**src/rtl/rv_decode_pkg.sv**
```systemverilog
// Shared types for the RV32 decode queue: format codes, per-format field
// layouts of a raw instruction word, and the supported major opcodes.
package rv_decode_pkg;

   typedef enum logic [2:0] {
      FMT_R   = 3'd0,
      FMT_I   = 3'd1,
      FMT_S   = 3'd2,
      FMT_B   = 3'd3,
      FMT_U   = 3'd4,
      FMT_J   = 3'd5,
      FMT_ILL = 3'd7
   } fmt_t;

   typedef struct packed {
      logic [6:0] func7;
      logic [4:0] rs2;
      logic [4:0] rs1;
      logic [2:0] func3;
      logic [4:0] rd;
      logic [6:0] opcode;
   } R_t;

   typedef struct packed {
      logic [11:0] imm;
      logic [4:0]  rs1;
      logic [2:0]  func3;
      logic [4:0]  rd;
      logic [6:0]  opcode;
   } I_t;

   typedef struct packed {
      logic [6:0] imm_hi;
      logic [4:0] rs2;
      logic [4:0] rs1;
      logic [2:0] func3;
      logic [4:0] imm_lo;
      logic [6:0] opcode;
   } S_t;

   typedef struct packed {
      logic       imm12;
      logic [5:0] imm10_5;
      logic [4:0] rs2;
      logic [4:0] rs1;
      logic [2:0] func3;
      logic [3:0] imm4_1;
      logic       imm11;
      logic [6:0] opcode;
   } B_t;

   typedef struct packed {
      logic [19:0] imm;
      logic [4:0]  rd;
      logic [6:0]  opcode;
   } U_t;

   typedef struct packed {
      logic       imm20;
      logic [9:0] imm10_1;
      logic       imm11;
      logic [7:0] imm19_12;
      logic [4:0] rd;
      logic [6:0] opcode;
   } J_t;

   typedef union packed {
      R_t r;
      I_t i;
      S_t s;
      B_t b;
      U_t u;
      J_t j;
   } instruction_t;

   localparam logic [6:0] OP_LUI    = 7'h37;
   localparam logic [6:0] OP_AUIPC  = 7'h17;
   localparam logic [6:0] OP_IMM    = 7'h13;
   localparam logic [6:0] OP_LOAD   = 7'h03;
   localparam logic [6:0] OP_JALR   = 7'h67;
   localparam logic [6:0] OP_REG    = 7'h33;
   localparam logic [6:0] OP_STORE  = 7'h23;
   localparam logic [6:0] OP_BRANCH = 7'h63;
   localparam logic [6:0] OP_JAL    = 7'h6F;

endpackage

```
**src/rtl/rv_insn_decode.sv**
```systemverilog
// Purely combinational RV32 instruction decoder.
// Ports:
//   insn     - raw 32-bit instruction word
//   fmt      - decoded format (FMT_ILL for unsupported opcodes)
//   opcode   - insn[6:0], always passed through
//   rd, rs1, rs2, func3, func7 - register/function fields, zeroed where
//              the format does not define them
//   imm      - immediate sign-extended to XLEN
//   illegal  - opcode is not one of the supported majors
module rv_insn_decode
   import rv_decode_pkg::*;
#(
   parameter int unsigned XLEN = 32
) (
   input  logic [31:0]     insn,
   output fmt_t            fmt,
   output logic [6:0]      opcode,
   output logic [4:0]      rd,
   output logic [4:0]      rs1,
   output logic [4:0]      rs2,
   output logic [2:0]      func3,
   output logic [6:0]      func7,
   output logic [XLEN-1:0] imm,
   output logic            illegal
);

   instruction_t ins;
   logic [31:0]  imm32;

   assign ins    = insn;
   assign opcode = insn[6:0];

   // All immediates are at most 32 bits wide; build them sign-extended to
   // 32 and widen once at the end so XLEN=32 needs no zero-width replicate.
   assign imm = XLEN'($signed(imm32));

   always_comb begin
      fmt     = FMT_ILL;
      illegal = 1'b1;
      rd      = '0;
      rs1     = '0;
      rs2     = '0;
      func3   = '0;
      func7   = '0;
      imm32   = '0;
      case (ins.r.opcode)
         OP_LUI, OP_AUIPC: begin
            fmt     = FMT_U;
            illegal = 1'b0;
            rd      = ins.u.rd;
            imm32   = {ins.u.imm, 12'b0};
         end
         OP_IMM, OP_LOAD, OP_JALR: begin
            fmt     = FMT_I;
            illegal = 1'b0;
            rd      = ins.i.rd;
            rs1     = ins.i.rs1;
            func3   = ins.i.func3;
            imm32   = {{20{ins.i.imm[11]}}, ins.i.imm};
         end
         OP_REG: begin
            fmt     = FMT_R;
            illegal = 1'b0;
            rd      = ins.r.rd;
            rs1     = ins.r.rs1;
            rs2     = ins.r.rs2;
            func3   = ins.r.func3;
            func7   = ins.r.func7;
         end
         OP_STORE: begin
            fmt     = FMT_S;
            illegal = 1'b0;
            rs1     = ins.s.rs1;
            rs2     = ins.s.rs2;
            func3   = ins.s.func3;
            imm32   = {{20{ins.s.imm_hi[6]}}, ins.s.imm_hi, ins.s.imm_lo};
         end
         OP_BRANCH: begin
            fmt     = FMT_B;
            illegal = 1'b0;
            rs1     = ins.b.rs1;
            rs2     = ins.b.rs2;
            func3   = ins.b.func3;
            imm32   = {{19{ins.b.imm12}}, ins.b.imm12, ins.b.imm11,
                       ins.b.imm10_5, ins.b.imm4_1, 1'b0};
         end
         OP_JAL: begin
            fmt     = FMT_J;
            illegal = 1'b0;
            rd      = ins.j.rd;
            imm32   = {{11{ins.j.imm20}}, ins.j.imm20, ins.j.imm19_12,
                       ins.j.imm11, ins.j.imm10_1, 1'b0};
         end
         default: ;
      endcase
   end

endmodule

```
**src/rtl/rv_decode_queue.sv**
```systemverilog
// Decode-then-queue stage: words are decoded combinationally on entry and
// the decoded entries are held in a DEPTH-deep FIFO (latency 1, no bypass).
// Ports:
//   clk, rst                 - clock, synchronous active-high reset
//   in_valid/in_ready/in_insn - instruction word input handshake
//   out_valid/out_ready      - decoded head entry handshake
//   out_fmt .. out_illegal   - decoded fields of the head (0 when empty)
//   count                    - current occupancy
module rv_decode_queue
   import rv_decode_pkg::*;
#(
   parameter int unsigned XLEN  = 32,
   parameter int unsigned DEPTH = 2
) (
   input  logic                     clk,
   input  logic                     rst,
   input  logic                     in_valid,
   output logic                     in_ready,
   input  logic [31:0]              in_insn,
   output logic                     out_valid,
   input  logic                     out_ready,
   output logic [2:0]               out_fmt,
   output logic [6:0]               out_opcode,
   output logic [4:0]               out_rd,
   output logic [4:0]               out_rs1,
   output logic [4:0]               out_rs2,
   output logic [2:0]               out_func3,
   output logic [6:0]               out_func7,
   output logic [XLEN-1:0]          out_imm,
   output logic                     out_illegal,
   output logic [$clog2(DEPTH):0]   count
);

   localparam int unsigned PTR_W = $clog2(DEPTH);
   localparam int unsigned CNT_W = PTR_W + 1;

   typedef struct packed {
      fmt_t            fmt;
      logic [6:0]      opcode;
      logic [4:0]      rd;
      logic [4:0]      rs1;
      logic [4:0]      rs2;
      logic [2:0]      func3;
      logic [6:0]      func7;
      logic [XLEN-1:0] imm;
      logic            illegal;
   } entry_t;

   entry_t           mem [DEPTH];
   entry_t           dec;
   entry_t           head;
   logic [PTR_W-1:0] wr_ptr;
   logic [PTR_W-1:0] rd_ptr;
   logic             push;
   logic             pop;

   rv_insn_decode #(.XLEN(XLEN)) u_decode (
      .insn    (in_insn),
      .fmt     (dec.fmt),
      .opcode  (dec.opcode),
      .rd      (dec.rd),
      .rs1     (dec.rs1),
      .rs2     (dec.rs2),
      .func3   (dec.func3),
      .func7   (dec.func7),
      .imm     (dec.imm),
      .illegal (dec.illegal)
   );

   assign in_ready  = (count != CNT_W'(DEPTH));
   assign out_valid = (count != '0);
   assign push      = in_valid && in_ready;
   assign pop       = out_valid && out_ready;
   assign head      = mem[rd_ptr];

   // Storage carries no reset; occupancy alone decides what is valid.
   always_ff @(posedge clk) begin
      if (push && !rst) begin
         mem[wr_ptr] <= dec;
      end
   end

   // DEPTH is a power of two, so pointers wrap by natural overflow.
   always_ff @(posedge clk) begin
      if (rst) begin
         wr_ptr <= '0;
         rd_ptr <= '0;
         count  <= '0;
      end else begin
         if (push) wr_ptr <= wr_ptr + PTR_W'(1);
         if (pop)  rd_ptr <= rd_ptr + PTR_W'(1);
         if (push && !pop) begin
            count <= count + CNT_W'(1);
         end else if (pop && !push) begin
            count <= count - CNT_W'(1);
         end
      end
   end

   always_comb begin
      out_fmt     = '0;
      out_opcode  = '0;
      out_rd      = '0;
      out_rs1     = '0;
      out_rs2     = '0;
      out_func3   = '0;
      out_func7   = '0;
      out_imm     = '0;
      out_illegal = 1'b0;
      if (out_valid) begin
         out_fmt     = head.fmt;
         out_opcode  = head.opcode;
         out_rd      = head.rd;
         out_rs1     = head.rs1;
         out_rs2     = head.rs2;
         out_func3   = head.func3;
         out_func7   = head.func7;
         out_imm     = head.imm;
         out_illegal = head.illegal;
      end
   end

endmodule

```
**config.mk**
```make
export PLATFORM = sky130hd
export DESIGN_NAME = rv_decode_queue
export DESIGN_NICKNAME = d
export VERILOG_FILES = /design/src/rtl/rv_decode_pkg.sv /design/src/rtl/rv_insn_decode.sv /design/src/rtl/rv_decode_queue.sv
export SDC_FILE = /design/constraint.sdc
export NUM_CORES = 1
export LEC_CHECK = 0
export BUFFER_PORTS_ARGS = -buffer_cell sky130_fd_sc_hd__buf_4
export CAP_MARGIN = 0
export CORE_UTILIZATION = 25
export DETAILED_ROUTE_END_ITERATION = 7
export PLACE_DENSITY = 0.41
export SLEW_MARGIN = 20
export SYNTH_ARGS = -nofsm -noshare
export SYNTH_HDL_FRONTEND = slang
export SYNTH_SLANG_ARGS = --single-unit
```
**constraint.sdc**
```tcl
create_clock -name clk -period 6.2 [get_ports clk]
set_input_delay 0.62 -clock clk [delete_from_list [all_inputs] [get_ports clk]]
set_output_delay 0.62 -clock clk [all_outputs]
set_load 0.02 [all_outputs]
```
# ---- Word level (Yosys, flattened, before mapping)
# Memory sizes are Yosys's and may differ from the RTL's. A register that Yosys moved wholly into a read port is not among the register bits.
# Index checks and enable logic that the tools add are counted.
dict set report word_totals {
  input_bits 36
  memories 1
  output_inout_bits 72
  ramBits 136
  ff_bits 4
  word_cells 57
}
# memory depth width read_ports rd_ports_with_merged_regs write_ports line_no
set mem_list {}
lappend mem_list {mem 2 68 1 1 1 rv_decode_queue.sv:49} ;# entry_t mem [DEPTH];
dict set report op_classes {
  n_addsub 4
  reduce_logical 16
  muxes 23
  n_eq_ne 10
}
# op count
set ops {}
lappend ops {{$pmux 32 s5} 1}
lappend ops {{$mux 32} 1}
lappend ops {{$mux 5} 6}
lappend ops {{$eq 7x6->1 const B} 3}
lappend ops {{$eq 7x7->1 const B} 3}
lappend ops {{$mux 7} 3}
lappend ops {{$pmux 3 s6} 1}
lappend ops {{$eq 7x5->1 const B} 2}
lappend ops {{$mux 3} 3}
lappend ops {{$reduce_or 9->1} 1}
lappend ops {{$eq 7x2->1 const B} 1}
lappend ops {{$reduce_or 7->1} 1}
lappend ops {{$mux 1} 6}
lappend ops {{$reduce_or 3->1} 2}
lappend ops {{$reduce_or 6->1} 1}
lappend ops {{$logic_and 1x1->1} 5}
lappend ops {{$mux 2} 2}
lappend ops {{$reduce_bool 2->1} 2}
lappend ops {{$logic_not 1->1} 3}
lappend ops {{$add 1x1->1 const B} 2}
lappend ops {{$add 2x1->2 const B} 1}
lappend ops {{$ne 2x2->1 const B} 1}
lappend ops {{$reduce_or 2->1} 1}
lappend ops {{$sub 2x1->2 const B} 1}

# ---- Longest topological paths before layout
# Gate-level depths: netlist (run 1).
dict set report logic_depth {
  ltp_word 6
  depth_mapped 7
  depth_no_buf 7
}

# ---- Modules after synthesis
# From an unflattened synthesis (run 1), not the netlist that was laid out.
dict set report hier_totals {
  cells_unflattened 435
  area_unflattened_um2 6163.4
}
# module cells_per_inst n_inst area_each_um2 seq_area_each_um2
set modules_own_cells {}
lappend modules_own_cells {rv_decode_queue 315 1 5348.9 4184.0}
lappend modules_own_cells {rv_insn_decode 120 1 814.5 0.0}

# ---- Least setup slack after synthesis (run 1)
# Ideal clock, no wire load.
dict set report synth_timing {
  path_kind {reg-to-reg}
  from {register count[0]}
  to {memory mem[1][0] (netlist name) (enable)}
  period_less_slack_ns 6.525
  arrival_ns 5.932
  required_ns 5.607
  slack_ns -0.325
  stages_incl_launch_ff 4
  setup_ns 0.593
  path_cell_list {dfxtp_1 nand2b_1 nand2_1 nor3b_1}
}
dict set report synth_via {
  elab_chain_cells 5
}
# element line_no
set synth_rtl {}
lappend synth_rtl {{from (decl)} rv_decode_queue.sv:31} ;# output logic [$clog2(DEPTH):0] count
lappend synth_rtl {{from (signal assigned)} rv_decode_queue.sv:93} ;# count <= count + CNT_W'(1);
lappend synth_rtl {{from (signal assigned)} rv_decode_queue.sv:95} ;# count <= count - CNT_W'(1);
lappend synth_rtl {{$ne 2x2->1} rv_decode_queue.sv:70} ;# assign in_ready = (count != CNT_W'(DEPTH));
lappend synth_rtl {{net in_ready} rv_decode_queue.sv:18} ;# output logic in_ready,
lappend synth_rtl {{$logic_and 1x1->1} rv_decode_queue.sv:72} ;# assign push = in_valid && in_ready;
lappend synth_rtl {{$logic_and 1x1->1} rv_decode_queue.sv:78} ;# if (push && !rst) begin
lappend synth_rtl {{$mux 1} rv_decode_queue.sv:78}
lappend synth_rtl {{$mux 1 (implied by the code)} rv_decode_queue.sv:79} ;# mem[wr_ptr] <= dec;
lappend synth_rtl {{to (decl)} rv_decode_queue.sv:49}
# The timed path passes the listed nets, and every way through them passes these cells.

==> results.md, run 1 <==
- Async SR Flop Fraction: 0
- Clock transition at the registers of the reported paths: 60 ps
- Row count: 56
- Root Driver: clkbuf_16
- Die Y: 158 um
- Net count after synthesis: 457
- Pwr Density: 426 mW/mm2
- Critical path launch point type: register
- RSZ-0062 raised after global routing: false
- Post-synth top area share: 0.675
- Vias in the first global route: 3812
- Total Wirelength: 14.7 mm
- First-pass GRT wire length: 22.1 mm
- Max-slew violations: 0
- Bufs on Longest Clock Path: 2
- Num CTS Buffers: 17
- Worst rel slew slack: 0.326
- Required @ worst endpoint: 5580 ps
- Final ANT Viol Nets: 0
- Vias: 3639
- Initial antenna violation count: 0
- Die width: 158 um
- Crit path max fanout: 40
- Minimum clock period: 3070 ps
- Pleak: 2.90 nW
- Post-synth EDFFs: 136
- Sequential-to-total area share from yosys stat: 0.692
- CP Class: reg -> out
- Synth Warn #: 0
- Global placement routability congestion: 0.728
- Postcts setup bufs: 0
- Drt first pass iters: 4
- Die ar.: 0.0248 mm2
- Io pins: 108
- Synth-to-layout area growth: 28.9%
- Sink Count: 141
- Setup Skew: 6.51 ps
- DR WL/cell: 17.0 um
- CTS tree: yes
- Maximum vdd ir drop: 0.154 mV
- Final setup fails: 0
- Area leader, netlist: edfxtp_1
- Final #Nets: 566
- Cells after Synth: 420
- Main synth FF type: edfxtp_1
- Clk Latency, worst-skew pair: 420 ps
- Worst Setup End Kind: output port
- Largest net degree at the start of global routing: 69
- Fillers: 2395
- DP HPWL: 9.28 mm
- DR vias/cell: 4.23
- PortBufs: 107
- Final WS setup: 3130 ps
- Finished Cell Area: 0.00780 mm2
- Max Cap Viol: 0
- Status: complete, no violations
- Total grt overflow: 0
- Layout cells sized above 1: 0.299
- Hold Fails Final Rpt: 0
- Place WS: 3460 ps
- Worst Path Arrival: 2450 ps
- Area of placed instances: 0.00720 mm2
- Min-delay worst type: in -> reg
- Initial drt markers: 201
- Starting Density: 0.256
- Most frequent cells after synthesis: edfxtp_1 (136), nor2_1 (78), mux2i_1 (68)
- Hold slack: 400 ps
- Core box area: 0.0236 mm2
- Post-CTS Hold Fix Bufs: 0
- Number of H-tree levels: 4
- All-Layer GR Usage: 0.123
- Synth top area cells: edfxtp_1 (68%), mux2i_1 (11%), nor2_1 (4.8%)
- Library cells used by synthesis: 43
- Cts repair resizes: 0
- Residual DRC: 0
- Mean Syn Cell Area: 14.4 um2
- Least-Margin Pin Slew: 1010 ps
- Post-Syn Area: 0.00605 mm2
- Peak Freq: 325 MHz
- Fin crit share: 0.496
- Flip-flop and latch count after synthesis: 141
- Most frequent cell after synthesis: edfxtp_1
- Setup TNS Final: 0 ps
- ANT cells: 0
-- per-layer routing --
metal | wire [um] | up-vias | global-route usage
li1 | - | 1750 | -
met1 | 6630 | 1788 | 0.151
met2 | 7340 | 91 | 0.211
met3 | 606 | 10 | 0.0264
met4 | 100 | 0 | 0.0458
met5 | 0 | - | 0
-- cell families (layout without fill, tap and decap cells) --
group / after synthesis / after routing / synth area share
adder cells (fa/ha/maj): 1 / 1 / 0.00207
flip-flops: 141 / 141 / 0.692
multiplexers: 68 / 68 / 0.113
AO/OA/AOI/OAI: 40 / 40 / 0.0546
buffers and inverters: 26 / 148 / 0.0215
XOR/XNOR: 4 / 4 / 0.00579
AND/OR/NAND/NOR: 140 / 140 / 0.112
-- stage by stage --
step           instances  utilization  power [mW]
6_report             861        0.330        3.32
5_1_grt              861        0.330        3.49
4_1_cts              861        0.330        3.38
3_5_place_dp         829        0.305        2.34
3_3_place_gp         829        0.305        2.34
2_1_floorplan        420            -        1.87
-- power by group --
| part | leakage (nW) | switching, mW | internal, mW |
|---|---|---|---|
| combinational | 1.32 | 0.662 | 0.429 |
| clock | 0.276 | 0.398 | 0.632 |
| sequential | 1.31 | 0.0623 | 1.14 |
| total | 2.90 | 1.12 | 2.20 |
-- critical path, cell delays in order, from the launching register on --
cell and delay (ps):
dfxtp_4 690, buf_4 680, mux2i_1 340, nor2_1 80, buf_4 200
-- worst paths after layout --
| check | startpoint | endpoint | slack, ps | cells past startpoint |
|---|---|---|---|---|
| max | register | out_imm[5] | 3130 | 4 |
| min | in_insn[1] | mem[0][59] | 400 | 1 |
| max reg2reg | count[1] | count[1] | 3580 | 7 |
| min reg2reg | rd_ptr | rd_ptr | 510 | 2 |
-- cells in the final DEF, fill, tap and decap left out, types with 2 or more instances in the layout --
cell	n
edfxtp_1	136
buf_4	111
nor2_1	76
mux2i_1	68
and2_1	27
clkbuf_16	17
a21o_2	10
a21o_1	9
nand2_1	8
inv_1	5
nor2b_1	5
clkinvlp_4	5
nand2b_1	4
o21ai_0	4
a22o_1	4
xor2_1	4
dfxtp_1	4
nand3_1	3
a21oi_1	3
bufinv_16	3
nand3b_1	2
nand4_1	2
a211o_1	2
inv_6	2
clkinv_2	2
-- area by class of cell --
cell class	count	area [um2]	area share
clock buffer	18	429	0.0550
clock inverter	14	168	0.0215
inverter	5	18.8	0.00241
multi-input combinational	253	1760	0.226
sequential	141	4190	0.537
tap	319	399	0.0512
timing repair buffer	111	833	0.107
-- registers in the layout, indices dropped and copies added (netlist names), named ones only --
signal and flops:
wr_ptr 1, mem 136, rd_ptr 1, count 2
No activity file was read; power rests on OpenSTA's default activity.
==> run 2, diff against run 1 <==
PLACE_DENSITY = 0.4   (was 0.41)
clock period = 3 ns   (was 6.2 ns; I/O delays follow)
==> results.md, run 2 (synthesized netlist as in run 1, its figures left out) <==
- Minimum clock period: 2270 ps
- Postcts setup bufs: 0
- DR WL/cell: 16.9 um
- Post-CTS Hold Fix Bufs: 0
- Fin crit share: 0.757
- Commonest non-fill, non-tap cell in the layout: edfxtp_1
- Max-slew violations: 0
- Total Wirelength: 14.7 mm
- DP HPWL: 9.78 mm
- Vias in the first global route: 3824
- All-Layer GR Usage: 0.123
- ANT cells: 0
- Die ar.: 0.0248 mm2
- Clk Latency, worst-skew pair: 410 ps
- Least-Margin Pin Slew: 898 ps
- Status: complete, no violations
- Maximum vdd ir drop: 0.287 mV
- First-pass GRT wire length: 22.0 mm
- DR vias/cell: 4.26
- Delay of the slowest cell on the worst path: 640 ps
- Place WS: 704 ps
- Commonest cells after routing, fill and taps aside: edfxtp_1 (136), buf_4 (117), nor2_1 (77)
- Starting Density: 0.256
- Fillers: 2379
- Hold Startpoint: in_insn[1]
- Io pins: 108
- Hold Fails Final Rpt: 0
- Max Cap Viol: 0
- Worst Path Arrival: 1970 ps
- Setup TNS Final: 0 ps
- Worst Setup End Kind: output port
- Critical path launch point type: register
- Largest register FFs: 136
- Worst hold stages: 1
- CP Class: reg -> out
- Sink Count: 141
- Reg2Reg Setup Slack: 1130 ps
- Drt first pass iters: 4
- Row count: 56
- Worst path depth: 4
- Final non-filler cell total: 867
- Flop pwr share: 0.365
- Biggest register: mem
- Global placement routability congestion: 0.714
- Synth-to-layout area growth: 29.5%
- Largest net degree at the start of global routing: 69
- RSZ-0062 raised after global routing: false
- Required @ worst endpoint: 2700 ps
- Cell family with most CP delay: flip-flops
- Num CTS Buffers: 17
- Hold slack: 91.6 ps
- Min-delay worst type: in -> reg
- Cts repair resizes: 0
- Dpl cells: 836
- Clock transition at the registers of the reported paths: 60 ps
- Die Y: 158 um
- Largest regs: mem (136), count (2)
- Crit-path slowest cell: dfxtp_4
- Residual DRC: 0
- CTS tree: yes
- Initial drt markers: 146
- Die width: 158 um
- Pleak: 2.93 nW
- Finished Cell Area: 0.00783 mm2
- Sw Ratio: 0.338
- Int Pwr: 4.48 mW
- Final setup fails: 0
- Vias: 3694
- PortBufs: 107
- Initial antenna violation count: 0
- Bufs on Longest Clock Path: 2
- Root Driver: clkbuf_16
- RR Startpoint: count[0]
- Worst R2R End: mem[0][1]
- Final WS setup: 729 ps
- Crit-path cells: buf_4 -> mux2i_1 -> nor2_1 -> buf_4
- Buffers plus inverters on the worst setup path: 2
- Pwr Density: 863 mW/mm2
- Most used cell, CP: buf_4
- Total power: 6.76 mW
- Final #Nets: 573
- Clock power share: 0.292
- Core box area: 0.0236 mm2
- Final ANT Viol Nets: 0
- Worst rel slew slack: 0.399
- Area of placed instances: 0.00728 mm2
- Total grt overflow: 0
- Peak Freq: 440 MHz
- Cells on worst reg2reg path: 4
- Setup Skew: 5.04 ps
- Layout cells sized above 1: 0.307
- Setup crit end: out_imm[2]
- Util after Layout: 0.332
- Combinational power share: 0.343
- Crit path max fanout: 25
- Number of H-tree levels: 4
- Sw power: 2.28 mW
## run 2: cell types whose count changed in the layout (fill, tap and decap cells not counted), moves of 2 or more
cell	previous run	this run
buf_4	111	117
clkinvlp_4	5	2
clkinv_4	1	3
inv_6	2	0
## run 2: power groups by stage
stage	sequential (mW)	combinational (mW)	clock [mW]
CTS	2.48	2.39	2.03
detailed placement	2.52	2.39	0
floorplan	2.45	1.42	0
finish	2.47	2.32	1.98
global placement	2.51	2.38	0
global route	2.49	2.52	2.12
## run 2: worst min path at each step
stage                      end
floorplan             count[0]
global placement        rd_ptr
detailed placement      rd_ptr
CTS                 mem[1][59]
global route        mem[0][59]
finish              mem[1][59]
## run 2: layout make-up
| cell class | instances | area [um2] | share of cell area |
|---|---|---|---|
| Sequential cell | 141 | 4190 | 0.535 |
| Multi-Input combinational cell | 253 | 1770 | 0.226 |
| Timing Repair Buffer | 118 | 898 | 0.115 |
| Clock buffer | 19 | 433 | 0.0553 |
| Tap cell | 319 | 399 | 0.0510 |
| Clock inverter | 12 | 124 | 0.0158 |
| Inverter | 5 | 18.8 | 0.00240 |
## run 2: metal layers
metal  share of wire  vias up  track usage
met5               0        -            0
met1            0.45     1832        0.155
met2            0.50       80        0.208
met3           0.032       10       0.0253
li1                -     1772            -
met4           0.012        0       0.0444
==> run 3, diff against run 2 <==
clock period = 2.3 ns   (was 3 ns; I/O delays follow)
==> results.md, run 3 (synthesized netlist as in run 1, its figures left out) <==
- Hold Fails Final Rpt: 0
- Postcts setup bufs: 0
- First-pass GRT wire length: 22.8 mm
- Setup Skew: 3.18 ps
- Largest regs: mem (136), count (2)
- Pwr Density: 1130 mW/mm2
- Reg2Reg Setup Slack: 670 ps
- Vias: 3683
- Row count: 56
- Final ANT Viol Nets: 0
- Maximum vdd ir drop: 0.504 mV
- Total Wirelength: 14.9 mm
- Commonest non-fill, non-tap cell in the layout: edfxtp_1
- Pleak: 2.96 nW
- Io pins: 108
- Num CTS Buffers: 17
- Util after Layout: 0.335
- Hold Startpoint: in_insn[0]
- Sink Count: 141
- Layout cells sized above 1: 0.310
- Final #Nets: 574
- CTS tree: yes
- Die Y: 158 um
- Worst hold endpoint: mem[1][58]
- Critical path launch point type: register
- Die width: 158 um
- Die ar.: 0.0248 mm2
- Initial drt markers: 178
- Cts repair resizes: 0
- Bufs on Longest Clock Path: 2
- Status: complete, no violations
- Area of placed instances: 0.00735 mm2
- Total grt overflow: 0
- Hold slack: 31.2 ps
- Largest register FFs: 136
- Starting Density: 0.256
- Residual DRC: 0
- Worst hold stages: 1
- Minimum clock period: 2170 ps
- DR vias/cell: 4.24
- Initial antenna violation count: 0
- ANT cells: 0
- Cells on worst reg2reg path: 4
- Final setup fails: 0
- All-Layer GR Usage: 0.127
- Post-CTS Hold Fix Bufs: 0
- PortBufs: 107
- Least-Margin Pin Slew: 960 ps
- Min-delay worst type: in -> reg
- Root Driver: clkbuf_16
- Vias in the first global route: 3910
- Max Cap Viol: 0
- Commonest cells after routing, fill and taps aside: edfxtp_1 (136), buf_4 (114), nor2_1 (77)
- Crit path max fanout: 25
- Drt first pass iters: 4
- Max-slew violations: 0
- Peak Freq: 462 MHz
- Fin crit share: 0.941
- Largest net degree at the start of global routing: 69
- CP Class: reg -> out
- Biggest register: mem
- Required @ worst endpoint: 2070 ps
- Clock transition at the registers of the reported paths: 60 ps
- RR Startpoint: count[0]
- DP HPWL: 9.43 mm
- RSZ-0062 raised after global routing: false
- Core box area: 0.0236 mm2
- Setup TNS Final: 0 ps
- Total power: 8.93 mW
- Clk Latency, worst-skew pair: 410 ps
- Worst rel slew slack: 0.358
- Number of H-tree levels: 4
- DR WL/cell: 17.1 um
- Global placement routability congestion: 0.779
- Worst Setup End Kind: output port
- Synth-to-layout area growth: 30.6%
- Finished Cell Area: 0.00790 mm2
- Worst R2R End: mem[1][1]
- Worst Path Arrival: 1940 ps
[run 3: changes by cell type in the layout (fill, tap and decap cells not counted), sizes merged]
cell	before	now
clkinvlp	2	3
inv	5	6
clkbuf	19	17
buf	118	119
[run 3: critical path, cell delays in order (launching register included)]
cell and delay (ps):
dfxtp_4 670, buf_4 350, mux2i_1 230, nor2_1 80, buf_4 180
[run 3: layer usage]
metal | track usage | routed length [um] | part of all wire
met1 | 0.157 | 6720 | 0.45
met2 | 0.219 | 7490 | 0.50
met3 | 0.0303 | 534 | 0.036
met4 | 0.0374 | 138 | 0.0093
met5 | 0 | 0 | 0
[run 3: worst max-delay path by stage]
stage	start	end	slack [ps]	depth (start not counted)
2_1_floorplan	count[0]	mem[1][0]	-570	3
3_3_place_gp	in_insn[3]	mem[0][30]	440	4
3_5_place_dp	in_insn[3]	mem[1][28]	400	4
4_1_cts	register	out_imm[4]	60	4
5_1_grt	register	out_imm[1]	6	4
6_report	register	out_imm[4]	130	4
[run 3: final cells by class]
class                   instances  area [um2]
fillers                      2367       15700
multi-input cells             253        1780
clock inverters                14         128
repair buffers                119         956
inverters                       5        18.8
clock buffers                  17         425
flip-flops and latches        141        4190
well taps                     319         399
[run 3: stage by stage]
step	instances	setup WS, ps
2_1_floorplan	420	-570
3_3_place_gp	837	435
3_5_place_dp	837	398
4_1_cts	868	62.1
5_1_grt	868	6.38
6_report	868	135
[run 3: power by group]
part	internal [mW]	switching [mW]	leakage (nW)	total, mW
Clock	1.57	1.01	0.267	2.58
Combinational	1.25	1.86	1.38	3.11
Sequential	3.07	0.164	1.31	3.23
